### src/rtl/uart_apb_regfile_pkg.sv
// ----------------------------------------------------------------------------
// uart_reg_pkg
// Register offsets, field bit positions and address decode helper shared by
// the UART register bank and its interrupt controller.
// ----------------------------------------------------------------------------
package uart_reg_pkg;

  // Register byte offsets (word aligned)
  localparam logic [31:0] OFF_TXDATA = 32'h00;
  localparam logic [31:0] OFF_RXDATA = 32'h04;
  localparam logic [31:0] OFF_CTRL   = 32'h08;
  localparam logic [31:0] OFF_BAUD   = 32'h0C;
  localparam logic [31:0] OFF_STATUS = 32'h10;
  localparam logic [31:0] OFF_IER    = 32'h14;
  localparam logic [31:0] OFF_ISR    = 32'h18;

  // CTRL fields: {stop2, par_odd, par_en, rx_en, tx_en}
  localparam int CTRL_TX_EN   = 0;
  localparam int CTRL_RX_EN   = 1;
  localparam int CTRL_PAR_EN  = 2;
  localparam int CTRL_PAR_ODD = 3;
  localparam int CTRL_STOP2   = 4;
  localparam int CTRL_W       = 5;

  // ISR / IER fields
  localparam int ISR_RX_AVAIL = 0;
  localparam int ISR_TX_EMPTY = 1;
  localparam int ISR_RX_OVR   = 2;
  localparam int ISR_TX_OVF   = 3;
  localparam int ISR_W        = 4;

  // STATUS fields: {rx_full, rx_empty, tx_full, tx_empty, tx_busy}
  localparam int STAT_TX_BUSY  = 0;
  localparam int STAT_TX_EMPTY = 1;
  localparam int STAT_TX_FULL  = 2;
  localparam int STAT_RX_EMPTY = 3;
  localparam int STAT_RX_FULL  = 4;
  localparam int STAT_W        = 5;

  typedef enum logic [2:0] {
    SEL_TXDATA,
    SEL_RXDATA,
    SEL_CTRL,
    SEL_BAUD,
    SEL_STATUS,
    SEL_IER,
    SEL_ISR,
    SEL_NONE
  } reg_sel_e;

  // Byte address -> register select; the two LSBs never take part.
  function automatic reg_sel_e reg_decode(input logic [31:0] byte_addr);
    logic [31:0] word_addr;
    word_addr = byte_addr & ~32'h3;
    case (word_addr)
      OFF_TXDATA: reg_decode = SEL_TXDATA;
      OFF_RXDATA: reg_decode = SEL_RXDATA;
      OFF_CTRL:   reg_decode = SEL_CTRL;
      OFF_BAUD:   reg_decode = SEL_BAUD;
      OFF_STATUS: reg_decode = SEL_STATUS;
      OFF_IER:    reg_decode = SEL_IER;
      OFF_ISR:    reg_decode = SEL_ISR;
      default:    reg_decode = SEL_NONE;
    endcase
  endfunction

endpackage

### src/rtl/uart_apb_regfile_if.sv
// ----------------------------------------------------------------------------
// uart_apb_regfile_if
// Register-access port between the APB access FSM (master) and the UART
// register bank (slave).
//   paddr/pwdata   address and write data
//   rd_en/wr_en    single-cycle access strobes
//   prdata/pslverr read data and error, combinational with the strobe
// ----------------------------------------------------------------------------
interface uart_apb_regfile_if #(
  parameter int ADDR_WIDTH = 5,
  parameter int DATA_WIDTH = 32
);
  logic [ADDR_WIDTH-1:0] paddr;
  logic [DATA_WIDTH-1:0] pwdata;
  logic                  rd_en;
  logic                  wr_en;
  logic [DATA_WIDTH-1:0] prdata;
  logic                  pslverr;

  modport master (
    output paddr, pwdata, rd_en, wr_en,
    input  prdata, pslverr
  );

  modport slave (
    input  paddr, pwdata, rd_en, wr_en,
    output prdata, pslverr
  );
endinterface

### src/rtl/uart_apb_regfile_irq_ctrl.sv
// ----------------------------------------------------------------------------
// uart_irq_ctrl
// Sticky interrupt status bits with write-1-to-clear, set-over-clear priority,
// tx_empty rising-edge detection and a registered level interrupt.
// Ports:
//   pclk, preset_n  clock, async active-low reset
//   rx_push, rx_ovr receiver events
//   tx_empty        TX FIFO empty level (edge detected here)
//   tx_ovf_set      TXDATA write dropped because the FIFO was full
//   isr_clr         W1C mask, already qualified by a valid ISR write
//   ier             interrupt enables
//   isr             current status bits
//   irq             |(isr & ier), one cycle behind isr
// ----------------------------------------------------------------------------
module uart_irq_ctrl
  import uart_reg_pkg::*;
(
  input  logic             pclk,
  input  logic             preset_n,
  input  logic             rx_push,
  input  logic             rx_ovr,
  input  logic             tx_empty,
  input  logic             tx_ovf_set,
  input  logic [ISR_W-1:0] isr_clr,
  input  logic [ISR_W-1:0] ier,
  output logic [ISR_W-1:0] isr,
  output logic             irq
);

  logic [ISR_W-1:0] isr_q, isr_d, isr_set;
  logic             tx_empty_q, tx_empty_d;
  logic             irq_q, irq_d;

  always_comb begin
    isr_set               = '0;
    isr_set[ISR_RX_AVAIL] = rx_push;
    isr_set[ISR_TX_EMPTY] = tx_empty & ~tx_empty_q;
    isr_set[ISR_RX_OVR]   = rx_ovr;
    isr_set[ISR_TX_OVF]   = tx_ovf_set;
    // set is OR-ed after the clear so a same-cycle event survives
    isr_d      = (isr_q & ~isr_clr) | isr_set;
    tx_empty_d = tx_empty;
    irq_d      = |(isr_q & ier);
  end

  always_ff @(posedge pclk or negedge preset_n) begin
    if (!preset_n) begin
      isr_q      <= '0;
      tx_empty_q <= 1'b1;
      irq_q      <= 1'b0;
    end else begin
      isr_q      <= isr_d;
      tx_empty_q <= tx_empty_d;
      irq_q      <= irq_d;
    end
  end

  assign isr = isr_q;
  assign irq = irq_q;

endmodule

### src/rtl/uart_apb_regfile.sv
// ----------------------------------------------------------------------------
// uart_apb_regfile
// UART register bank behind the APB access FSM. Decodes rd_en/wr_en strobes,
// holds CTRL/BAUD/IER, bridges TXDATA writes to TX FIFO pushes and RXDATA
// reads to RX FIFO pops, and hosts the interrupt controller.
// Ports:
//   pclk, preset_n            clock, async active-low reset
//   bus (slave)               paddr/pwdata/rd_en/wr_en in, prdata/pslverr out
//   tx_wdata, tx_push         TX FIFO write side
//   tx_full/tx_empty/tx_busy  TX status
//   rx_rdata, rx_pop          RX FIFO show-ahead head and pop
//   rx_empty/rx_full          RX status
//   rx_push, rx_ovr           receiver events
//   ctrl_o, baud_div          configuration outputs
//   irq                       level interrupt
// Build option: UART_PSLVERR_EN enables pslverr on unmapped addresses,
// writes to RXDATA/STATUS and reads of TXDATA; otherwise pslverr is 0.
// ----------------------------------------------------------------------------
module uart_apb_regfile
  import uart_reg_pkg::*;
#(
  parameter int                   ADDR_WIDTH = 5,
  parameter int                   DATA_WIDTH = 32,
  parameter int                   DIV_WIDTH  = 16,
  parameter logic [DIV_WIDTH-1:0] BAUD_RST   = DIV_WIDTH'(54)
) (
  input  logic                 pclk,
  input  logic                 preset_n,
  uart_apb_regfile_if.slave    bus,
  output logic [7:0]           tx_wdata,
  output logic                 tx_push,
  input  logic                 tx_full,
  input  logic                 tx_empty,
  input  logic                 tx_busy,
  input  logic [7:0]           rx_rdata,
  output logic                 rx_pop,
  input  logic                 rx_empty,
  input  logic                 rx_full,
  input  logic                 rx_push,
  input  logic                 rx_ovr,
  output logic [CTRL_W-1:0]    ctrl_o,
  output logic [DIV_WIDTH-1:0] baud_div,
  output logic                 irq
);

  reg_sel_e    sel;
  logic        wr, rd;
  logic        acc_err;
  logic        wr_ok, rd_ok;
  logic [31:0] addr_ext;

  assign addr_ext = 32'(bus.paddr);
  assign sel      = reg_decode(addr_ext);
  // wr_en wins if both strobes ever appear together
  assign wr       = bus.wr_en;
  assign rd       = bus.rd_en & ~bus.wr_en;

`ifdef UART_PSLVERR_EN
  assign acc_err = (wr | rd) &
                   ((sel == SEL_NONE) |
                    (wr & ((sel == SEL_RXDATA) | (sel == SEL_STATUS))) |
                    (rd & (sel == SEL_TXDATA)));
`else
  assign acc_err = 1'b0;
`endif

  assign wr_ok       = wr & ~acc_err;
  assign rd_ok       = rd & ~acc_err;
  assign bus.pslverr = acc_err;

  // Configuration registers
  logic [CTRL_W-1:0]    ctrl_q, ctrl_d;
  logic [DIV_WIDTH-1:0] baud_q, baud_d;
  logic [ISR_W-1:0]     ier_q, ier_d;

  always_comb begin
    ctrl_d = ctrl_q;
    baud_d = baud_q;
    ier_d  = ier_q;
    if (wr_ok) begin
      case (sel)
        SEL_CTRL: ctrl_d = bus.pwdata[CTRL_W-1:0];
        SEL_BAUD: baud_d = bus.pwdata[DIV_WIDTH-1:0];
        SEL_IER:  ier_d  = bus.pwdata[ISR_W-1:0];
        default:  ;
      endcase
    end
  end

  always_ff @(posedge pclk or negedge preset_n) begin
    if (!preset_n) begin
      ctrl_q <= '0;
      baud_q <= BAUD_RST;
      ier_q  <= '0;
    end else begin
      ctrl_q <= ctrl_d;
      baud_q <= baud_d;
      ier_q  <= ier_d;
    end
  end

  assign ctrl_o   = ctrl_q;
  assign baud_div = baud_q;

  // TX bridge: a push when there is room, otherwise flag the dropped byte
  logic tx_wr, tx_ovf_set;
  assign tx_wr      = wr_ok & (sel == SEL_TXDATA);
  assign tx_push    = tx_wr & ~tx_full;
  assign tx_ovf_set = tx_wr & tx_full;
  assign tx_wdata   = bus.pwdata[7:0];

  // Interrupts
  logic [ISR_W-1:0] isr, isr_clr;
  assign isr_clr = (wr_ok && sel == SEL_ISR) ? bus.pwdata[ISR_W-1:0] : '0;

  uart_irq_ctrl u_irq_ctrl (
    .pclk       (pclk),
    .preset_n   (preset_n),
    .rx_push    (rx_push),
    .rx_ovr     (rx_ovr),
    .tx_empty   (tx_empty),
    .tx_ovf_set (tx_ovf_set),
    .isr_clr    (isr_clr),
    .ier        (ier_q),
    .isr        (isr),
    .irq        (irq)
  );

  // Status word
  logic [STAT_W-1:0] status;
  always_comb begin
    status                = '0;
    status[STAT_TX_BUSY]  = tx_busy;
    status[STAT_TX_EMPTY] = tx_empty;
    status[STAT_TX_FULL]  = tx_full;
    status[STAT_RX_EMPTY] = rx_empty;
    status[STAT_RX_FULL]  = rx_full;
  end

  // Read mux; zero whenever no valid read is in progress
  logic [DATA_WIDTH-1:0] rd_data;
  logic                  rx_pop_c;

  always_comb begin
    rd_data  = '0;
    rx_pop_c = 1'b0;
    if (rd_ok) begin
      case (sel)
        SEL_RXDATA: begin
          if (!rx_empty) begin
            rd_data[7:0] = rx_rdata;
            rx_pop_c     = 1'b1;
          end
        end
        SEL_CTRL:   rd_data[CTRL_W-1:0]    = ctrl_q;
        SEL_BAUD:   rd_data[DIV_WIDTH-1:0] = baud_q;
        SEL_STATUS: rd_data[STAT_W-1:0]    = status;
        SEL_IER:    rd_data[ISR_W-1:0]     = ier_q;
        SEL_ISR:    rd_data[ISR_W-1:0]     = isr;
        default:    ;
      endcase
    end
  end

  assign bus.prdata = rd_data;
  assign rx_pop     = rx_pop_c;

  // Write data above the widest register is never stored
  logic unused_pwdata;
  assign unused_pwdata = ^bus.pwdata[DATA_WIDTH-1:DIV_WIDTH];

endmodule

### src/flat_wrapper.sv
// flat-port wrapper written by rule: the top's interface ports become plain ports
module uart_apb_regfile_flat import uart_reg_pkg::*;
#(
  parameter int                   ADDR_WIDTH = 5,
  parameter int                   DATA_WIDTH = 32,
  parameter int                   DIV_WIDTH  = 16,
  parameter logic [DIV_WIDTH-1:0] BAUD_RST   = DIV_WIDTH'(54)
)
  (pclk, preset_n, tx_wdata, tx_push, tx_full, tx_empty, tx_busy, rx_rdata, rx_pop, rx_empty, rx_full, rx_push, rx_ovr, ctrl_o, baud_div, irq, bus_paddr, bus_pwdata, bus_rd_en, bus_wr_en, bus_prdata, bus_pslverr);
  uart_apb_regfile_if #(.ADDR_WIDTH(ADDR_WIDTH), .DATA_WIDTH(DATA_WIDTH)) bus_i ();
  input  logic pclk;
  input  logic preset_n;
  output logic [7:0] tx_wdata;
  output logic tx_push;
  input  logic tx_full;
  input  logic tx_empty;
  input  logic tx_busy;
  input  logic [7:0] rx_rdata;
  output logic rx_pop;
  input  logic rx_empty;
  input  logic rx_full;
  input  logic rx_push;
  input  logic rx_ovr;
  output logic [CTRL_W-1:0] ctrl_o;
  output logic [DIV_WIDTH-1:0] baud_div;
  output logic irq;
  input wire logic [$bits(bus_i.paddr)-1:0] bus_paddr;
  input wire logic [$bits(bus_i.pwdata)-1:0] bus_pwdata;
  input wire logic [$bits(bus_i.rd_en)-1:0] bus_rd_en;
  input wire logic [$bits(bus_i.wr_en)-1:0] bus_wr_en;
  output wire logic [$bits(bus_i.prdata)-1:0] bus_prdata;
  output wire logic [$bits(bus_i.pslverr)-1:0] bus_pslverr;
  assign bus_i.paddr = bus_paddr;
  assign bus_i.pwdata = bus_pwdata;
  assign bus_i.rd_en = bus_rd_en;
  assign bus_i.wr_en = bus_wr_en;
  assign bus_prdata = bus_i.prdata;
  assign bus_pslverr = bus_i.pslverr;
  uart_apb_regfile #(.ADDR_WIDTH(ADDR_WIDTH), .DATA_WIDTH(DATA_WIDTH), .DIV_WIDTH(DIV_WIDTH), .BAUD_RST(BAUD_RST)) u_core (.pclk(pclk), .preset_n(preset_n), .bus(bus_i), .tx_wdata(tx_wdata), .tx_push(tx_push), .tx_full(tx_full), .tx_empty(tx_empty), .tx_busy(tx_busy), .rx_rdata(rx_rdata), .rx_pop(rx_pop), .rx_empty(rx_empty), .rx_full(rx_full), .rx_push(rx_push), .rx_ovr(rx_ovr), .ctrl_o(ctrl_o), .baud_div(baud_div), .irq(irq));
endmodule
### config.mk
export PLATFORM = sky130hd
export DESIGN_NAME = uart_apb_regfile_flat
export DESIGN_NICKNAME = d
export VERILOG_FILES = /design/src/rtl/uart_apb_regfile_pkg.sv /design/src/rtl/uart_apb_regfile_if.sv /design/src/rtl/uart_apb_regfile_irq_ctrl.sv /design/src/rtl/uart_apb_regfile.sv /design/src/flat_wrapper.sv
export SDC_FILE = /design/constraint.sdc
export NUM_CORES = 1
export LEC_CHECK = 0
export BUFFER_PORTS_ARGS = -buffer_cell sky130_fd_sc_hd__buf_2
export CAP_MARGIN = 20
export CELL_PAD_IN_SITES_DETAIL_PLACEMENT = 0
export CELL_PAD_IN_SITES_GLOBAL_PLACEMENT = 1
export CORE_MARGIN = 2
export CORE_UTILIZATION = 31
export CTS_CLUSTER_DIAMETER = 80
export CTS_CLUSTER_SIZE = 28
export DETAILED_ROUTE_END_ITERATION = 8
export PLACE_DENSITY = 0.76
export REMOVE_ABC_BUFFERS = 1
export SYNTH_ARGS = -nofsm -noshare
export SYNTH_HDL_FRONTEND = slang
export SYNTH_HIERARCHICAL = 1
export SYNTH_SLANG_ARGS = --single-unit
### constraint.sdc
create_clock -name pclk -period 1.5 [get_ports pclk]
set_clock_uncertainty 0.15 [all_clocks]
set_input_delay 0.15 -clock pclk [delete_from_list [all_inputs] [get_ports pclk]]
set_output_delay 0.15 -clock pclk [all_outputs]
set_load 0.1 [all_outputs]
# == Word-level counts from Yosys, hierarchy flattened ==
# Cells that the tools add are included.
# totals
register_bits,31
inputBits,56
out_inout_bits,65
wordCells,48
# classes
n_eq_ne,12
muxes,11
bitwise,12
reduce_logical,7
# ops
cell,n
logical NOT 32 bit,1
case mux 4 bit (6 select lines),1
case mux 3 bit (7 select lines),1
equality test 3 bit (second input constant),6
two-way mux 16 bit,1
two-way mux 8 bit,2
equality test 3 x 2 -> 1 bit (second input constant),4
AND 4 bit,2
equality test 3 x 1 -> 1 bit (second input constant),2
case mux 3 bit (2 select lines),1
AND reduction 2 bit,3
AND 1 bit,5
two-way mux 4 bit,1
NOT 4 bit,1
bitwise OR 4 bit,1
case mux 1 bit (4 select lines),1
OR reduction 4 bit,1
logical NOT 3 bit,1
two-way mux 1 bit,3
NOT 1 bit,3
logical AND 1 bit,1

# == Logic depth before layout (Yosys ltp) ==
# Gate-level depths: netlist (run 1).
# logic_depth
ltp_word,8
ltp_mapped,7
mapped_depth_nobuf,5

# == Modules after synthesis ==
# The synthesis (run 1) kept the hierarchy.
# modules_own_cells
module,n_inst,cells_per_inst,area_each_um2,seq_area_each_um2
uart_apb_regfile,1,158,1720.4,630.6
uart_irq_ctrl,1,18,219.0,151.4

# == Worst setup path before layout (run 1) ==
# OpenSTA, ideal clock, no wires.
# synth_timing
kind,in2out
startpoint,input port bus_paddr[4]
endpoint,output port tx_push
arrival_ps,3422
required_ps,1200
setup_slack_ps,-2222
path_stages,3
n_path_buf,2
path_cell_list,buf_2 > buf_2 > nor4_1
# synth_between
elab_chain_cells,5
word_cells_on_any_way,11
cone_classes,eq/ne (6); mux (1); bitwise (2); reduce/logical (2)
# synth_lines
item,line,text
start: declaration,flat_wrapper.sv:27,input wire logic [$bits(bus_i.paddr)-1:0] bus_paddr;
"logical NOT 32 bit, or another cell as far along",uart_apb_regfile_pkg.sv:55,case (word_addr)
case mux 3 bit (7 select lines) *,uart_apb_regfile_pkg.sv:55,
logical NOT 3 bit *,uart_apb_regfile.sv:107,assign tx_wr = wr_ok & (sel == SEL_TXDATA);
AND 1 bit *,uart_apb_regfile.sv:107,
AND 1 bit *,uart_apb_regfile.sv:108,assign tx_push = tx_wr & ~tx_full;
end: declaration,flat_wrapper.sv:14,output logic tx_push;
# Mark *: on every way between the ends. The rest lies on a longest branch, timed or not.

# == Worst setup path after layout (run 1) ==
# layout_timing
startpoint,register u_core.ier_q[3]
endpoint,output port bus_prdata[3]
# layout_between
elab_chain_cells,2
# layout_lines
item,line,text
start: declaration,uart_apb_regfile.sv:74,"logic [ISR_W-1:0] ier_q, ier_d;"
start signal: assignment,uart_apb_regfile.sv:98,ier_q <= ier_d;
case mux 4 bit (6 select lines),uart_apb_regfile.sv:148,case (sel)
two-way mux 16 bit,uart_apb_regfile.sv:147,if (rd_ok) begin
end: declaration,flat_wrapper.sv:31,output wire logic [$bits(bus_i.prdata)-1:0] bus_prdata;
# No other way between the ends.

==> flow_metrics.tcl, run 1 <==
set metrics [dict create \
    drv_slew 0 \
    hold_slack_ps 8.447 \
    fin_nets 359 \
    drtIter0Drc 74 \
    fin_crit_ps 1734 \
    synth_cell_types 42 \
    r2r-start "u_core/u_irq_ctrl/isr[3]" \
    cts_tree "built" \
    core_mm2 0.005991 \
    status "finished, violations left" \
    p_sw_w 0.002076 \
    cts_buffer_depth 2 \
    cp-start-kind "flop" \
    clkPwrFrac_pct 16.8 \
    grt_max_degree 32 \
    synth-seq-area-share_pct 40.32 \
    fmax_mhz 576.8 \
    worstPathMaxFanout 2 \
    drc 0 \
    avgSynthCellArea_um2 11.02 \
    grt_pass1_wl_um 8949 \
    drive_gt1_share_pct 58.88 \
    grt_overflow_total 0 \
    die_y_um 83.10 \
    synth_area_mm2 0.001939 \
    synth_area_leaders "dfrtp_1, buf_4, mux2_2, mux2_4, dfstp_2" \
    timing.final.hold_violations 0 \
    p_seq_share_pct 27.7 \
    clock_latency_ps 290 \
    vdd_ir_drop_max_uv 913.6 \
    crit_arrival_ps 1430 \
    fin_ws_ps -233.7 \
    ys.flop_type "dfrtp_1" \
    synth-edff-count 0 \
    rsz0062_at_grt "true" \
    cp-end-kind "output pin" \
    clk_pin_slew_ps 70 \
    routed_wl_um 5514 \
    row_count 28 \
    synth_warnings 6 \
    initial_utilization_pct 32.37 \
    fp.dieW_um 83.10 \
    fillCellCount 527 \
    p_int_w 0.002014 \
    p_sw_share_pct 50.76 \
    ys_ff_latch 31 \
    crit_start "u_core/ier_q[3]" \
    crit_type "reg -> out" \
    first_global_vias 1787 \
    hp-start "bus_pwdata[1]" \
    synth_top_cell_area_share_pct 33.55 \
    finalSetupViolations 6 \
    vias_per_cell 4.578 \
    leakagePower_nw 1.560 \
    io_buffers 85 \
    finalCritPeriodShare_pct 115.6 \
    wl_per_cell_um 14.55 \
    grt.total_usage_pct 16.06 \
    synthToLayoutAreaGrowth_pct 67.61 \
    drt_pre_antenna_iters 4 \
    antenna_cells 0 \
    combinationalPowerShare_pct 55.5 \
    cts_buffers 5 \
    holdCritPathClass "in -> reg" \
    dpl.hpwl_um 3977 \
    root_buffer "clkbuf_8" \
    failed_checks "negative setup slack" \
    place_congestion 0.8077 \
    route.vias.total 1735 \
    cp.required_ps 1200 \
    antenna_left 0 \
    clock-sinks 31 \
    die_area_mm2 0.006905 \
    antenna_found_initial 0 \
    power_density_mw_per_mm2 1258 \
    htreeDepth 2 \
    ios 121 \
    async_reset_ff_share_pct 100.0 \
    place_ws_ps -269.3 \
    synth_area_leader_cell "dfrtp_1" \
    drv_cap 0 \
    syn_inst 176 \
]
==> layer usage <==
layer	GRT usage [%]	part of all wire, %	vias up
met5	0	0	-
met4	4.620	1.0	0
met3	5.070	7.6	9
met2	27.86	50	73
met1	19.01	41	821
li1	-	-	832
==> cells in the final DEF, fill, tap and decap left out, types with 7 or more instances in the layout <==
cell,instances
and3_1,8
buf_4,36
mux2_2,16
and2_1,7
dlygate4sd3_1,18
mux2_4,11
conb_1,17
dfrtp_1,26
buf_2,57
buf_12,22
==> cells in the mapped netlist (2+ instances only) <==
master	count
o21ai_0	3
and3_1	8
inv_1	6
mux2i_1	6
nand2b_1	3
dfrtp_1	26
nand3b_1	3
a22oi_1	5
a21oi_1	4
buf_4	27
buf_2	4
nor2b_1	3
o22a_1	2
clkbuf_1	2
a21o_1	2
mux2_4	10
a31oi_1	2
mux2_2	17
dfstp_2	5
nor2_1	5
nor3b_1	3
nand2_1	3
and2_1	8
==> flip-flops by register name (all words and copies together) (netlist names) <==
signal and cells:
u_core/baud_div 16, u_core/ctrl_o 5, u_core/ier_q 4, u_core/u_irq_ctrl/irq 1, u_core/u_irq_ctrl/isr 4, u_core/u_irq_ctrl/tx_empty_q 1
==> through the flow <==
stage | instance area (um2) | TNS (ps) | total power, W | cells | util [%]
6_report | 3251 | -881.0 | 0.004089 | 379 | 54.26
5_1_grt | 3251 | -1202 | 0.004251 | 379 | 54.26
4_1_cts | 3221 | -983.8 | 0.004094 | 377 | 53.76
3_5_place_dp | 2806 | -2912 | 0.003290 | 345 | 46.85
3_3_place_gp | 2806 | -2103 | 0.003264 | 345 | 46.85
2_1_floorplan | 1754 | -18210 | 0.002666 | 158 | -
==> kinds of logic after synthesis <==
kind of cell,after synthesis,synth area share [%]
buffers and inverters,40,13.81
AO/OA/AOI/OAI,24,8.517
multiplexers,33,20.71
AND/OR/NAND/NOR,47,16.45
other,1,0.1934
flip-flops,31,40.32
==> power groups by stage <==
stage               clock (W)  sequential, W  combinational [W]
finish               0.000687        0.00113            0.00227
global route         0.000748        0.00116            0.00235
CTS                  0.000705        0.00114            0.00225
detailed placement          0        0.00116            0.00213
global placement            0        0.00115            0.00212
floorplan                   0        0.00211           0.000553
==> timing repair <==
action / in CTS / in global routing
hold endpoints to repair: 45 / 0
resized for setup: 25 / 4
pin swaps: 12 / 7
endpoints found under the setup margin: 9 / 10
setup buffers: 6 / 1
gates cloned: 0 / 1
hold buffers: 18 / 0
==> worst max-delay path, cell delays in order (launching register included) <==
cell	delay [ps]
dfrtp_1	350
mux2i_1	90
o211a_1	250
a211oi_4	240
buf_12	210
==> path summary, 6_finish.rpt <==
kind	endpoint	cells past startpoint	slack, ps
min in group asynchronous	u_core/u_irq_ctrl/isr[1]	3	270
max reg2reg	u_core/u_irq_ctrl/irq	3	450
max	bus_prdata[3]	4	-230
max in group asynchronous	u_core/baud_div[2]	3	590
min reg2reg	u_core/u_irq_ctrl/isr[1]	1	350
min	u_core/ier_q[1]	2	8
==> layout make-up <==
cell class / count / area (um2) / share of cell area, %
clock inverter: 1 / 5.005 / 0.1540
timing repair buffer: 138 / 1225 / 37.68
sequential: 31 / 782.0 / 24.06
inverter: 6 / 22.52 / 0.6928
tap: 75 / 93.84 / 2.887
multi-input combinational: 121 / 1036 / 31.87
clock buffer: 7 / 86.33 / 2.656
Power figures use the tool's default switching activity.
==> inputs of run 2 (changes only) <==
CORE_UTILIZATION = 30   (was 31)
PLACE_DENSITY = 0.75   (was 0.76)
SYNTH_HIERARCHICAL = unset   (was 1)
==> run 2 against run 1 <==
The flow still finishes with violations (negative setup slack). Core utilization up 3.1 points. Global-route usage is 0.77 points higher. Worst setup slack worse by 78 ps.
==> flow_metrics.tcl, run 2 <==
set metrics [dict create \
    reg2regPathDepth 3 \
    crit_arrival_ps 1510 \
    synth_warnings 0 \
    dp_cells 344 \
    min_path_cells 3 \
    antenna_cells 0 \
    fin_crit_ps 1812 \
    ios 121 \
    antenna_found_initial 0 \
    synth_top_cell_area_share_pct 34.57 \
    drv_cap 0 \
    fmax_mhz 551.9 \
    synthTopCellsByCount "buf_4, dfrtp_1, mux2_2, nand2_1, mux2_4" \
    routed_wl_um 5832 \
    cp.required_ps 1200 \
    power_density_mw_per_mm2 1245 \
    fin_cells 386 \
    drc 0 \
    ff2ff_setup_slack_ps 420 \
    finalCritPeriodShare_pct 120.8 \
    status "finished, violations left" \
    dpl.hpwl_um 4082 \
    fin_ws_ps -312.0 \
    drt_pre_antenna_iters 4 \
    r2r-start "u_core.ier_q[3]" \
    p_total_w 0.004277 \
    initial_utilization_pct 31.41 \
    drv_slew 0 \
    dpl_cell_area_mm2 0.002770 \
    wl_per_cell_um 15.11 \
    final_cell_mix "buf_2, buf_4, dfrtp_1" \
    io_buffers 85 \
    clock-sinks 31 \
    cp-end-kind "output pin" \
    fin_nets 366 \
    finalSetupTns_ps -1680 \
    final_common_cell "buf_2" \
    async_reset_ff_share_pct 100.0 \
    synth-seq-area-share_pct 41.56 \
    place_congestion 0.8228 \
    crit_type "reg -> out" \
    cts_tree "built" \
    core_mm2 0.005991 \
    finalSetupViolations 9 \
    worstPathMaxFanout 2 \
    fp.dieW_um 83.20 \
    synth_cell_types 37 \
    synthToLayoutAreaGrowth_pct 82.58 \
    largest_reg_flops 16 \
    vias_per_cell 4.575 \
    holdCritPathClass "in -> reg" \
    htreeDepth 2 \
    fillCellCount 509 \
    root_buffer "clkbuf_8" \
    clk_pin_slew_ps 70 \
    crit_path_max_incr_delay_ps 540 \
    avgSynthCellArea_um2 10.81 \
    die_y_um 83.20 \
    ff_latch_area_um2 782.0 \
    synth_area_leaders "dfrtp_1, buf_4, mux2_2, mux2_4, dfstp_2" \
    cp-start-kind "flop" \
    die_area_mm2 0.006922 \
    worstPathCellList "mux2_4, a221oi_2, a211oi_2, buf_12" \
    stdcell_area_mm2 0.003436 \
    grt_pass1_wl_um 9321 \
    syn_inst 174 \
    hp-start "bus_pwdata[2]" \
    drive_gt1_share_pct 63.02 \
    grt.total_usage_pct 16.83 \
    synth_area_mm2 0.001882 \
    grt_max_degree 18 \
    multi_input_area_mm2 0.001045 \
    grt_overflow_total 0 \
    r2r-end "u_core.u_irq_ctrl.irq" \
    antenna_left 0 \
    leakagePower_nw 1.630 \
    synth_area_leader_cell "dfrtp_1" \
    timing.final.hold_violations 0 \
    clock_latency_ps 290 \
    ys_ff_latch 31 \
    hold-path-endpoint "u_core.u_irq_ctrl.isr[2]" \
    ys.flop_type "dfrtp_1" \
    row_count 28 \
    synth-edff-count 0 \
    rsz0062_at_grt "true" \
    first_global_vias 1857 \
    fin_util_pct 57.35 \
    drtIter0Drc 43 \
    cts_buffer_depth 2 \
    failed_checks "negative setup slack" \
    route.vias.total 1766 \
    vdd_ir_drop_max_uv 852.2 \
    cts_buffers 5 \
    slowest_stage "dfstp_2" \
]
run 2: critical path, delay by kind of cell, from the launching register on:
kind | cells | cell delay (ps)
buffers and inverters | 1 | 220
flip-flops | 1 | 540
multiplexers | 1 | 140
AO/OA/AOI/OAI | 2 | 310
run 2: worst max-delay path by stage:
stage	startpoint	depth (start not counted)	endpoint	slack [ps]
detailed placement	bus_paddr[2]	8	bus_prdata[1]	-240
global placement	bus_paddr[2]	8	bus_prdata[0]	-220
finish	u_core.baud_div[4]	4	bus_prdata[4]	-310
global route	u_core.baud_div[4]	4	bus_prdata[4]	-340
CTS	u_core.baud_div[4]	4	bus_prdata[4]	-310
floorplan	u_core.ctrl_o[4]	3	bus_prdata[4]	-2340
run 2: final cells by class:
type,count,area share [%]
inverter,2,0.2185
sequential,31,22.76
clock buffer,6,2.403
timing repair buffer,147,40.46
multi-input combinational,123,30.41
tap,75,2.731
clock inverter,2,1.020
run 2: repair_timing:
action                                  CTS  global route
endpoints found under the setup margin   17            18
hold endpoints to repair                 48             0
pin swaps                                10             9
hold buffers                             17             0
setup buffers                             9             8
cloned                                    0             1
resized for setup                        28            26
run 2: logic make-up after synthesis:
group	share of synthesized area, %
AO/OA/AOI/OAI	8.910
multiplexers	20.21
AND/OR/NAND/NOR	15.76
other	0.1993
buffers and inverters	13.36
flip-flops	41.56
run 2: routing by layer:
layer	up-vias	share of wire [%]	global-route usage, %
met1	846	41	19.96
met4	0	2.0	5.663
met5	-	0	0
met3	11	5.6	4.473
li1	848	-	-
met2	61	52	29.33
run 2: stage by stage:
stage | setup slack, ps | hold slack (ps)
6_report | -312.0 | 6.029
5_1_grt | -343.7 | 23.44
4_1_cts | -314.5 | 0.7152
3_5_place_dp | -242.9 | -68.00
3_3_place_gp | -223.8 | -75.46
2_1_floorplan | -2336 | -295.6
run 2: power by group:
group | total (W) | switching, W | internal (W)
Sequential | 0.00113 | 0.000115 | 0.00101
Clock | 0.000869 | 0.000331 | 0.000537
Combinational | 0.00228 | 0.00165 | 0.000633
Total | 0.00428 | 0.00209 | 0.00218
==> inputs of run 3 (changes only) <==
==> constraint.sdc (replaced) <==
create_clock -name pclk -period 1.5 [get_ports pclk]
set_clock_uncertainty 0.15 [all_clocks]
set_input_delay 0.3 -clock pclk [delete_from_list [all_inputs] [get_ports pclk]]
set_output_delay 0.3 -clock pclk [all_outputs]
set_load 0.1 [all_outputs]
==> run 3 against run 2 <==
The flow still finishes with violations (negative setup slack). Worst setup slack got worse by 130 ps. Global-route usage up 1.5 points. Sequential power about the same. Clock-buffer cell count did not move. Critical endpoint unchanged. Largest cell class unchanged. First-iteration DRC count increased by 67%. Register-to-register slack about the same. Routed wire length grew 7.8%. Worst hold slack improved by 31 ps. Critical path depth stayed put. Core utilization is 6.2 points higher. Die area unchanged. Non-clock buffer count is 5 lower.
==> flow_metrics.tcl, run 3 (synthesis gave the netlist of run 2 again) <==
set metrics [dict create \
    drc 0 \
    hp-start "rx_push" \
    io_buffers 85 \
    cp-start-kind "flop" \
    vias_per_cell 4.859 \
    synthToLayoutAreaGrowth_pct 102.3 \
    fp.dieW_um 83.20 \
    cts_buffers 5 \
    status "finished, violations left" \
    dpl_cell_area_mm2 0.003311 \
    grt.total_usage_pct 18.29 \
    finalCritPeriodShare_pct 129.3 \
    finalSetupTns_ps -6327 \
    crit_start "u_core.baud_div[4]" \
    die_y_um 83.20 \
    timing.final.hold_violations 0 \
    holdCritPathClass "in -> reg" \
    failed_checks "negative setup slack" \
    final_cell_mix "buf_12, buf_4, buf_2" \
    worstPathMaxFanout 2 \
    htreeDepth 2 \
    finalSetupViolations 22 \
    drtIter0Drc 72 \
    hold_slack_ps 36.95 \
    fin_nets 362 \
    fin_crit_ps 1940 \
    cts_tree "built" \
    core_mm2 0.005991 \
    drv_cap 0 \
    clk_pin_slew_ps 70 \
    cp-end-kind "output pin" \
    drive_gt1_share_pct 70.36 \
    r2r-start "u_core.baud_div[0]" \
    initial_utilization_pct 31.41 \
    wl_per_cell_um 16.46 \
    final_common_cell "buf_12" \
    routed_wl_um 6287 \
    crit_arrival_ps 1490 \
    ios 121 \
    grt_max_degree 18 \
    antenna_left 0 \
    fmax_mhz 515.4 \
    crit_type "reg -> out" \
    die_area_mm2 0.006922 \
    place_ws_ps -606.4 \
    vdd_ir_drop_max_uv 913.1 \
    antenna_cells 0 \
    cts_buffer_depth 2 \
    drv_slew 0 \
    cp.required_ps 1050 \
    leakagePower_nw 1.736 \
    rsz0062_at_grt "true" \
    clock_latency_ps 290 \
    root_buffer "clkbuf_8" \
    dpl.hpwl_um 4554 \
    largest_reg_flops 16 \
    row_count 28 \
    p_total_w 0.004599 \
    fillCellCount 456 \
    place_congestion 0.8038 \
    grt_overflow_total 0 \
    first_global_vias 1989 \
    clock-sinks 31 \
    grt_pass1_wl_um 10060 \
    drt_pre_antenna_iters 4 \
    power_density_mw_per_mm2 1208 \
    antenna_found_initial 0 \
    stdcell_area_mm2 0.003807 \
    fin_ws_ps -440.2 \
    route.vias.total 1856 \
]
==> run 3: cell types whose count changed in the layout (fill, tap and decap cells not counted), moves of 3 or more <==
cell           change
buf_8              +4
buf_6              +3
and3_4             +3
buf_2             -24
buf_12            +26
and3_1             -3
dlygate4sd3_1     -16
buf_4              +5
==> run 3: worst max-delay path: stages, from the launching register on <==
cell and delay, ps:
dfstp_2 530, mux2_4 140, a221oi_2 60, a211oi_2 250, buf_12 220
==> run 3: area by class of cell <==
class / instances / area (um2) / area share, %
Clock buffer: 6 / 72.57 / 1.906
Tap cell: 75 / 93.84 / 2.465
Clock inverter: 2 / 12.51 / 0.3286
Multi-Input combinational cell: 124 / 1115 / 29.28
Sequential cell: 31 / 782.0 / 20.54
Timing Repair Buffer: 142 / 1722 / 45.22
Inverter: 2 / 10.01 / 0.2629
==> run 3: power breakdown <==
group          switching, W  internal, W  leakage, nW
logic               0.00172      0.00105         1.34
clock network      0.000337     0.000324       0.0412
registers          0.000147      0.00101        0.350
total               0.00221      0.00239         1.74
==> run 3: final timing paths <==
kind	to	slack [ps]	cells after the start
setup / recovery	bus_prdata[4]	-440	4
min in group asynchronous	u_core.baud_div[9]	310	2
max in group asynchronous	u_core.baud_div[5]	390	3
hold / removal	u_core.u_irq_ctrl.isr[0]	40	2
setup reg to reg	u_core.baud_div[0]	430	2
hold reg to reg	u_core.u_irq_ctrl.isr[1]	400	1
==> run 3: what timing repair did <==
action                                  4_1_cts  5_1_grt
buffers inserted                              8        4
pin swaps                                    14        8
resized for setup                            60       21
cloned                                        2        0
endpoints found under the hold margin        12        0
hold buffers                                  1        0
endpoints found under the setup margin       38       32
==> run 3: stage by stage <==
stage | instances | util (%)
finish | 382 | 63.55
global route | 382 | 63.55
CTS | 382 | 62.91
floorplan | 156 | -
global placement | 364 | 55.26
detailed placement | 364 | 55.26
==> run 3: layer usage <==
metal	vias up	track usage, %	share of wire, %
met2	66	34.09	55
li1	838	-	-
met4	0	6.110	1.8
met5	-	0	0
met3	11	5.169	5.1
met1	941	19.67	38
